`config.mk`:
```
export PLATFORM = sky130hd
export DESIGN_NAME = bist_controller
export DESIGN_NICKNAME = d
export VERILOG_FILES = /design/src/rtl/bist_controller.sv
export SDC_FILE = /design/constraint.sdc
export NUM_CORES = 1
export LEC_CHECK = 0
export CAP_MARGIN = 20
export CORE_ASPECT_RATIO = 1.25
export CORE_MARGIN = 4
export CORE_UTILIZATION = 40
export DETAILED_ROUTE_END_ITERATION = 6
export HOLD_SLACK_MARGIN = 0.1
export PLACE_DENSITY = 0.78
export SLEW_MARGIN = 5
export SYNTH_ARGS = -nofsm -noshare
export SYNTH_HDL_FRONTEND = slang
export SYNTH_SLANG_ARGS = --single-unit
```
`constraint.sdc`:
```
create_clock -name clk -period 3.8 [get_ports clk]
set_input_delay 0.76 -clock clk [delete_from_list [all_inputs] [get_ports clk]]
set_output_delay 0.76 -clock clk [all_outputs]
set_load 0.05 [all_outputs]
```
`src/rtl/bist_controller.sv`:
```
// BIST run sequencer: clears the LFSR/MISR datapath, enables it for NUM_PATTERNS cycles,
// then captures and grades the signature. Define BIST_RUNTIME_GOLDEN_EN for a runtime golden_sig input.
module bist_controller #(
    parameter int               PAT_W        = 8,
    parameter int               SIG_W        = 4,
    parameter int               NUM_PATTERNS = 20,
    parameter logic [SIG_W-1:0] GOLDEN_SIG   = 4'hA,
    localparam int              CNT_W        = $clog2(NUM_PATTERNS + 1)
) (
    input  logic             clk,
    input  logic             rst,
    input  logic             start,
    input  logic             abort,
`ifdef BIST_RUNTIME_GOLDEN_EN
    input  logic [SIG_W-1:0] golden_sig,
`endif
    input  logic [SIG_W-1:0] misr_sig,
    output logic             bist_clear,
    output logic             bist_enable,
    output logic             busy,
    output logic             done,
    output logic             pass,
    output logic             fail,
    output logic [SIG_W-1:0] sig_captured,
    output logic [CNT_W-1:0] pattern_count
);

    if (NUM_PATTERNS < 1) begin : g_bad_num_patterns
        $error("bist_controller: NUM_PATTERNS must be >= 1");
    end
    if (PAT_W < 1) begin : g_bad_pat_w
        $error("bist_controller: PAT_W must be >= 1");
    end

    localparam logic [CNT_W-1:0] LP_NUM = CNT_W'(NUM_PATTERNS);

    typedef enum logic [2:0] {
        S_IDLE,
        S_CLEAR,
        S_RUN,
        S_CAPTURE,
        S_DONE
    } state_t;

    state_t             r_state;
    state_t             w_state_nxt;

    logic               r_clear;
    logic               r_enable;
    logic               r_busy;
    logic               r_done;
    logic               r_pass;
    logic               r_fail;
    logic [SIG_W-1:0]   r_sig;
    logic [CNT_W-1:0]   r_cnt;

    logic               w_clear_nxt;
    logic               w_enable_nxt;
    logic               w_busy_nxt;
    logic               w_done_nxt;
    logic               w_pass_nxt;
    logic               w_fail_nxt;
    logic [SIG_W-1:0]   w_sig_nxt;
    logic [CNT_W-1:0]   w_cnt_nxt;

    logic [CNT_W-1:0]   w_cnt_inc;
    logic [SIG_W-1:0]   w_golden;
    logic               w_match;

`ifdef BIST_RUNTIME_GOLDEN_EN
    logic               w_load_golden;
    logic [SIG_W-1:0]   r_golden;

    // Golden value is frozen at run launch so it may change freely while the run is in flight.
    assign w_load_golden = !abort && start && ((r_state == S_IDLE) || (r_state == S_DONE));

    always_ff @(posedge clk or negedge rst) begin
        if (!rst) begin
            r_golden <= '0;
        end else if (w_load_golden) begin
            r_golden <= golden_sig;
        end
    end

    assign w_golden = r_golden;
`else
    assign w_golden = GOLDEN_SIG;
`endif

    assign w_cnt_inc = r_cnt + 1'b1;
    assign w_match   = (misr_sig == w_golden);

    always_ff @(posedge clk or negedge rst) begin
        if (!rst) begin
            r_state  <= S_IDLE;
            r_clear  <= 1'b0;
            r_enable <= 1'b0;
            r_busy   <= 1'b0;
            r_done   <= 1'b0;
            r_pass   <= 1'b0;
            r_fail   <= 1'b0;
            r_sig    <= '0;
            r_cnt    <= '0;
        end else begin
            r_state  <= w_state_nxt;
            r_clear  <= w_clear_nxt;
            r_enable <= w_enable_nxt;
            r_busy   <= w_busy_nxt;
            r_done   <= w_done_nxt;
            r_pass   <= w_pass_nxt;
            r_fail   <= w_fail_nxt;
            r_sig    <= w_sig_nxt;
            r_cnt    <= w_cnt_nxt;
        end
    end

    // Outputs are computed one state ahead so every port comes straight from a flop.
    always_comb begin
        w_state_nxt  = r_state;
        w_clear_nxt  = 1'b0;
        w_enable_nxt = 1'b0;
        w_busy_nxt   = r_busy;
        w_done_nxt   = r_done;
        w_pass_nxt   = r_pass;
        w_fail_nxt   = r_fail;
        w_sig_nxt    = r_sig;
        w_cnt_nxt    = r_cnt;

        if (abort) begin
            w_state_nxt = S_IDLE;
            w_busy_nxt  = 1'b0;
            w_done_nxt  = 1'b0;
            w_pass_nxt  = 1'b0;
            w_fail_nxt  = 1'b0;
        end else begin
            case (r_state)
                S_IDLE, S_DONE: begin
                    if (start) begin
                        w_state_nxt = S_CLEAR;
                        w_clear_nxt = 1'b1;
                        w_busy_nxt  = 1'b1;
                        w_done_nxt  = 1'b0;
                        w_pass_nxt  = 1'b0;
                        w_fail_nxt  = 1'b0;
                        w_cnt_nxt   = '0;
                    end
                end
                S_CLEAR: begin
                    w_state_nxt  = S_RUN;
                    w_enable_nxt = 1'b1;
                    w_busy_nxt   = 1'b1;
                end
                S_RUN: begin
                    w_cnt_nxt = w_cnt_inc;
                    if (w_cnt_inc == LP_NUM) begin
                        w_state_nxt = S_CAPTURE;
                    end else begin
                        w_enable_nxt = 1'b1;
                    end
                end
                S_CAPTURE: begin
                    w_state_nxt = S_DONE;
                    w_sig_nxt   = misr_sig;
                    w_pass_nxt  = w_match;
                    w_fail_nxt  = !w_match;
                    w_done_nxt  = 1'b1;
                    w_busy_nxt  = 1'b0;
                end
                default: begin
                    w_state_nxt = S_IDLE;
                    w_busy_nxt  = 1'b0;
                    w_done_nxt  = 1'b0;
                    w_pass_nxt  = 1'b0;
                    w_fail_nxt  = 1'b0;
                end
            endcase
        end
    end

    assign bist_clear    = r_clear;
    assign bist_enable   = r_enable;
    assign busy          = r_busy;
    assign done          = r_done;
    assign pass          = r_pass;
    assign fail          = r_fail;
    assign sig_captured  = r_sig;
    assign pattern_count = r_cnt;

endmodule

```
Yosys cells after proc, flatten, opt, wreduce, memory -nomap -nowiden
Index checks and enable logic that the tools add are counted.
- output and inout bits: 15
- word-level logic and storage cells: 54
- flip-flop bits (word level): 18
- multiplexer cells: 22
- bitwise operators: 1
- eq/ne operators: 11
- add/sub/neg operators: 1
- reduce and logical (&&, ||, !) cells: 10
- operator list (kind ; number):
    $pmux 1 s3 ; 4
    $pmux 3 s4 ; 1
    $mux 1 ; 11
    $pmux 5 s2 ; 1
    $mux 3 ; 3
    $reduce_and 2->1 ; 4
    $eq 3x2->1 const B ; 2
    $ne 3x3->1 const B ; 2
    $add 5x1->5 const B ; 1
    $eq 5x5->1 const B ; 1
    $mux 5 ; 1
    $eq 4x4->1 const B ; 1
    $ne 2x2->1 const B ; 2
    $reduce_or 2->1 ; 2
    $eq 3x1->1 const B ; 1
    $eq 3x3->1 const B ; 1
    $logic_not 3->1 ; 1
    $reduce_and 3->1 ; 1
    $ne 2x1->1 const B ; 1
    $pmux 1 s2 ; 1
    $reduce_bool 2->1 ; 1
    $logic_not 1->1 ; 1
    $not 1->1 ; 1

Logic depth before layout (Yosys ltp)
- word-level depth: 5
- gate-level depth with buffers: 4

Worst setup path before layout
Ideal clock, no wire load.
- kind: register to register
- start: reg r_cnt[1] (netlist: pattern_count[1])
- end: reg r_cnt[4] (netlist: pattern_count[4])
- stages on the path, launching flop included: 5
- path slack: 2.142 ns
- data required time: 3.721 ns
- data arrival time: 1.579 ns
- buffers on the path: 0
- path through: dfrtp_1 > ha_1 > nand3_1 > a2111oi_2 > mux2i_1
- cells in the longest elaborated chain, start to end: 2
- ends and longest elaborated chain (element ; line ; text):
    from (decl) ; 55 ; logic [CNT_W-1:0] r_cnt;
    from (signal assigned) ; 113 ; r_cnt <= w_cnt_nxt;
    $add 5x1->5 ; 90 ; assign w_cnt_inc = r_cnt + 1'b1;
    $pmux 5 s2 ; 136 ; case (r_state)
No other way between the ends.
A chain may end at the register's enable or synchronous reset.

Final worst setup path
- start: reg r_cnt[2] (netlist: pattern_count[2])
- end: out pattern_count[2]
- RTL lines (element ; line ; text):
    to (decl) ; 25 ; output logic [CNT_W-1:0] pattern_count
No word-level cell between the ends.

==> metrics <==
Die ar. between 0.003 and 0.004 mm^2; Die Ht approximately 60 um; Post-synth EDFFs 0; Critical Path Fanout Max 6; reg2reg start r_state[0]$_DFFE_PN0P_; clock latency on the worst-skew pair approximately 0.29 ns; Yosys cell types 33; WP buf/inv 1; CTS Root Cell clkbuf_4; largest net degree at the start of global routing 19; Leak Pwr 0.489 nW; register bit total from synthesis 18; drt drc 0; Setup Skew 0.00549 ns; Slew Viols, Final 0; cts hold-fix bufs 0; RD Place Congestion 0.684; DRT antenna net count 0; GRT Residual Overflow 0; area share of the largest cell type after synthesis about half; worst hold path class reg -> reg; status finished clean; setup TNS 0 ns; CORE AREA approximately 0.0022 mm^2; Worst R2R Path Depth 3; Tot GR Track Use between 10% and 20%; mux cell area share after synthesis between 10% and 20%; Post-Syn Area roughly 910 um^2; setup slack, reg-to-reg between 2 and 2.5 ns; Synth Area in Compound Gates 15.3%; final net count approximately 110; Post-DP HPWL 1.25 mm; crit-path cells clkdlybuf4s50_1; routed len/inst 12.5 um; fraction of registers with async set/reset 100%; Synth area leader dfrtp_1; Mapped Nets slightly below 90; Max-slew headroom between 40% and 50%; Tot Pwr between 0.4 and 0.5 mW; Worst Hold Depth 1; largest family of logic cells by synthesized area simple AND/OR/NAND/NOR gates; Critical Path RT 3.04 ns; via count about 670; hold_sp sig_captured[2]$_DFFE_PN0P_; FF-to-FF End pattern_count[4]$_DFFE_PN0P_; Max Cap Violations 0; # Post-CTS Setup Buffers 0; critical path launch point type flop; Hold WS 0.512 ns; post-cts resize count 0; worst path arrival time about 1.6 ns; vias in the first global route between 600 and 700; Yosys Warn Count 0; Mapped Cells ~80; hold path endpoint sig_captured[2]$_DFFE_PN0P_; Die W approximately 51 um; Final Hold Vio Count 0; I/O Buffers 22; Layout Area Growth over Synthesis 29.7%; element type at the critical path end primary output; CP max-delay cell clkdlybuf4s50_1; clock slew at reported path FFs around 0.10 ns; clock sinks 18; clock period minus final worst setup slack around 2.3 ns; cell row count 19; n_diodes 0; first-pass GRT wire length approximately 2.8 mm; Simple-Gate Fraction of Synth Area just under 20%; H-tree Lvls 1; slowest stage delay, CP 0.83 ns; Starting Density 41.8%; worst slew pin tran ~0.8 ns; Post-Synth Adder-Cell Area under 10%; clock buffer depth 2; Iteration-0 DRC Markers 15; Post-synth top flop dfrtp_1; post-synthesis xor/xnor area fraction 0%; RSZ-0062 raised after global routing no; cts bufs inserted 3; io pins 23; initial antenna violation count 0; final wirelength around 1.7 mm; CTS tree done; CP top delay family buffers and inverters; Setup Viol. Count Final 0; layout cell share with drive strength beyond 1 13.9%; Vias/cell roughly 5.0; critical path class reg -> out; number of iterations in the first detailed-routing pass 4; Peak Freq 0.431 GHz; PD cells roughly 420 mW/mm^2; Synth area leaders dfrtp_1 (49%), mux2_2 (7.4%), nand2b_1 (6.8%); post-synthesis sequential area ratio approximately 50%; mean post-synth cell area 11.6 um^2; Max VDD drop 0.000322 V; period utilisation layout roughly three fifths
[power breakdown]
| part | internal (mW) | switching [mW] |
|---|---|---|
| logic | 0.0576 | 0.0927 |
| registers | 0.210 | 0.0170 |
| clock network | 0.0583 | 0.0578 |
[registers in the layout, indices dropped and copies added (netlist names)]
name	flops
bist_enable	1
bist_clear	1
pass	1
busy	1
r_state	3
done	1
fail	1
sig_captured	4
pattern_count	5
[cell families after synthesis]
family                   count (synthesis)
AO/OA/AOI/OAI                           16
adder cells (fa/ha/maj)                  1
buffers and inverters                    7
flip-flops                              18
multiplexers                             9
AND/OR/NAND/NOR                         28
[Yosys cell counts (all sizes together), types with 2 or more instances]
master   number
nor4bb        2
o21ai         3
buf           3
a21oi         2
inv           3
nand2b       10
nor2          2
or4b          2
nand2         3
nand3         3
a2111oi       3
dfrtp        18
mux2i         3
mux2          6
[placed cells by master (no fill, tap or decap), types with 2 or more instances in the layout]
cell             Yosys  layout
nand2_1              3       3
nand2b_1            10      10
dfrtp_1             18      18
a2111oi_2            3       3
mux2_2               6       6
o21ai_1              2       2
mux2i_1              3       3
nor4bb_1             2       2
clkdlybuf4s50_1      0      22
nor2_1               2       2
or4b_1               2       2
a21oi_1              2       2
inv_1                3       3
nand3_1              3       3
clkbuf_4             0       3
[final cells by class]
cell class	count	area [um^2]
Clock buffer	4	36.3
Fill cell	211	1000
Inverter	3	11.3
Timing Repair Buffer	22	220
Tap cell	31	38.8
Sequential cell	18	450
Multi-Input combinational cell	54	428
[worst max path at each step]
stage	start	end	depth (start not counted)
2_1_floorplan	pattern_count[1]$_DFFE_PN0P_	pattern_count[4]$_DFFE_PN0P_	4
3_3_place_gp	abort	sig_captured[3]$_DFFE_PN0P_	4
3_5_place_dp	abort	sig_captured[3]$_DFFE_PN0P_	4
4_1_cts	pattern_count[2]$_DFFE_PN0P_	pattern_count[2]	1
5_1_grt	pattern_count[2]$_DFFE_PN0P_	pattern_count[2]	1
6_report	pattern_count[2]$_DFFE_PN0P_	pattern_count[2]	1
[through the flow]
stage / util, % / setup WS [ns] / instances / instance area [um^2]
3_3_place_gp: 52.5 / 1.34 / 128 / 1150
2_1_floorplan: - / 2.14 / 79 / 913
3_5_place_dp: 52.5 / 1.29 / 128 / 1150
4_1_cts: 54.2 / 1.47 / 132 / 1180
5_1_grt: 54.2 / 1.43 / 132 / 1180
6_report: 54.2 / 1.48 / 132 / 1180
[layer usage]
metal  GRT usage, %  wire length [um]  share of wire (%)  vias to the layer above
met2           18.5               761                 46                       14
met1           15.4               768                 47                      319
met4           5.77                17                1.0                        0
met5              0                 0                  0                        -
met3           4.12               103                6.2                        2
li1               -                 -                  -                      331
(Power assumes the default switching activity.)
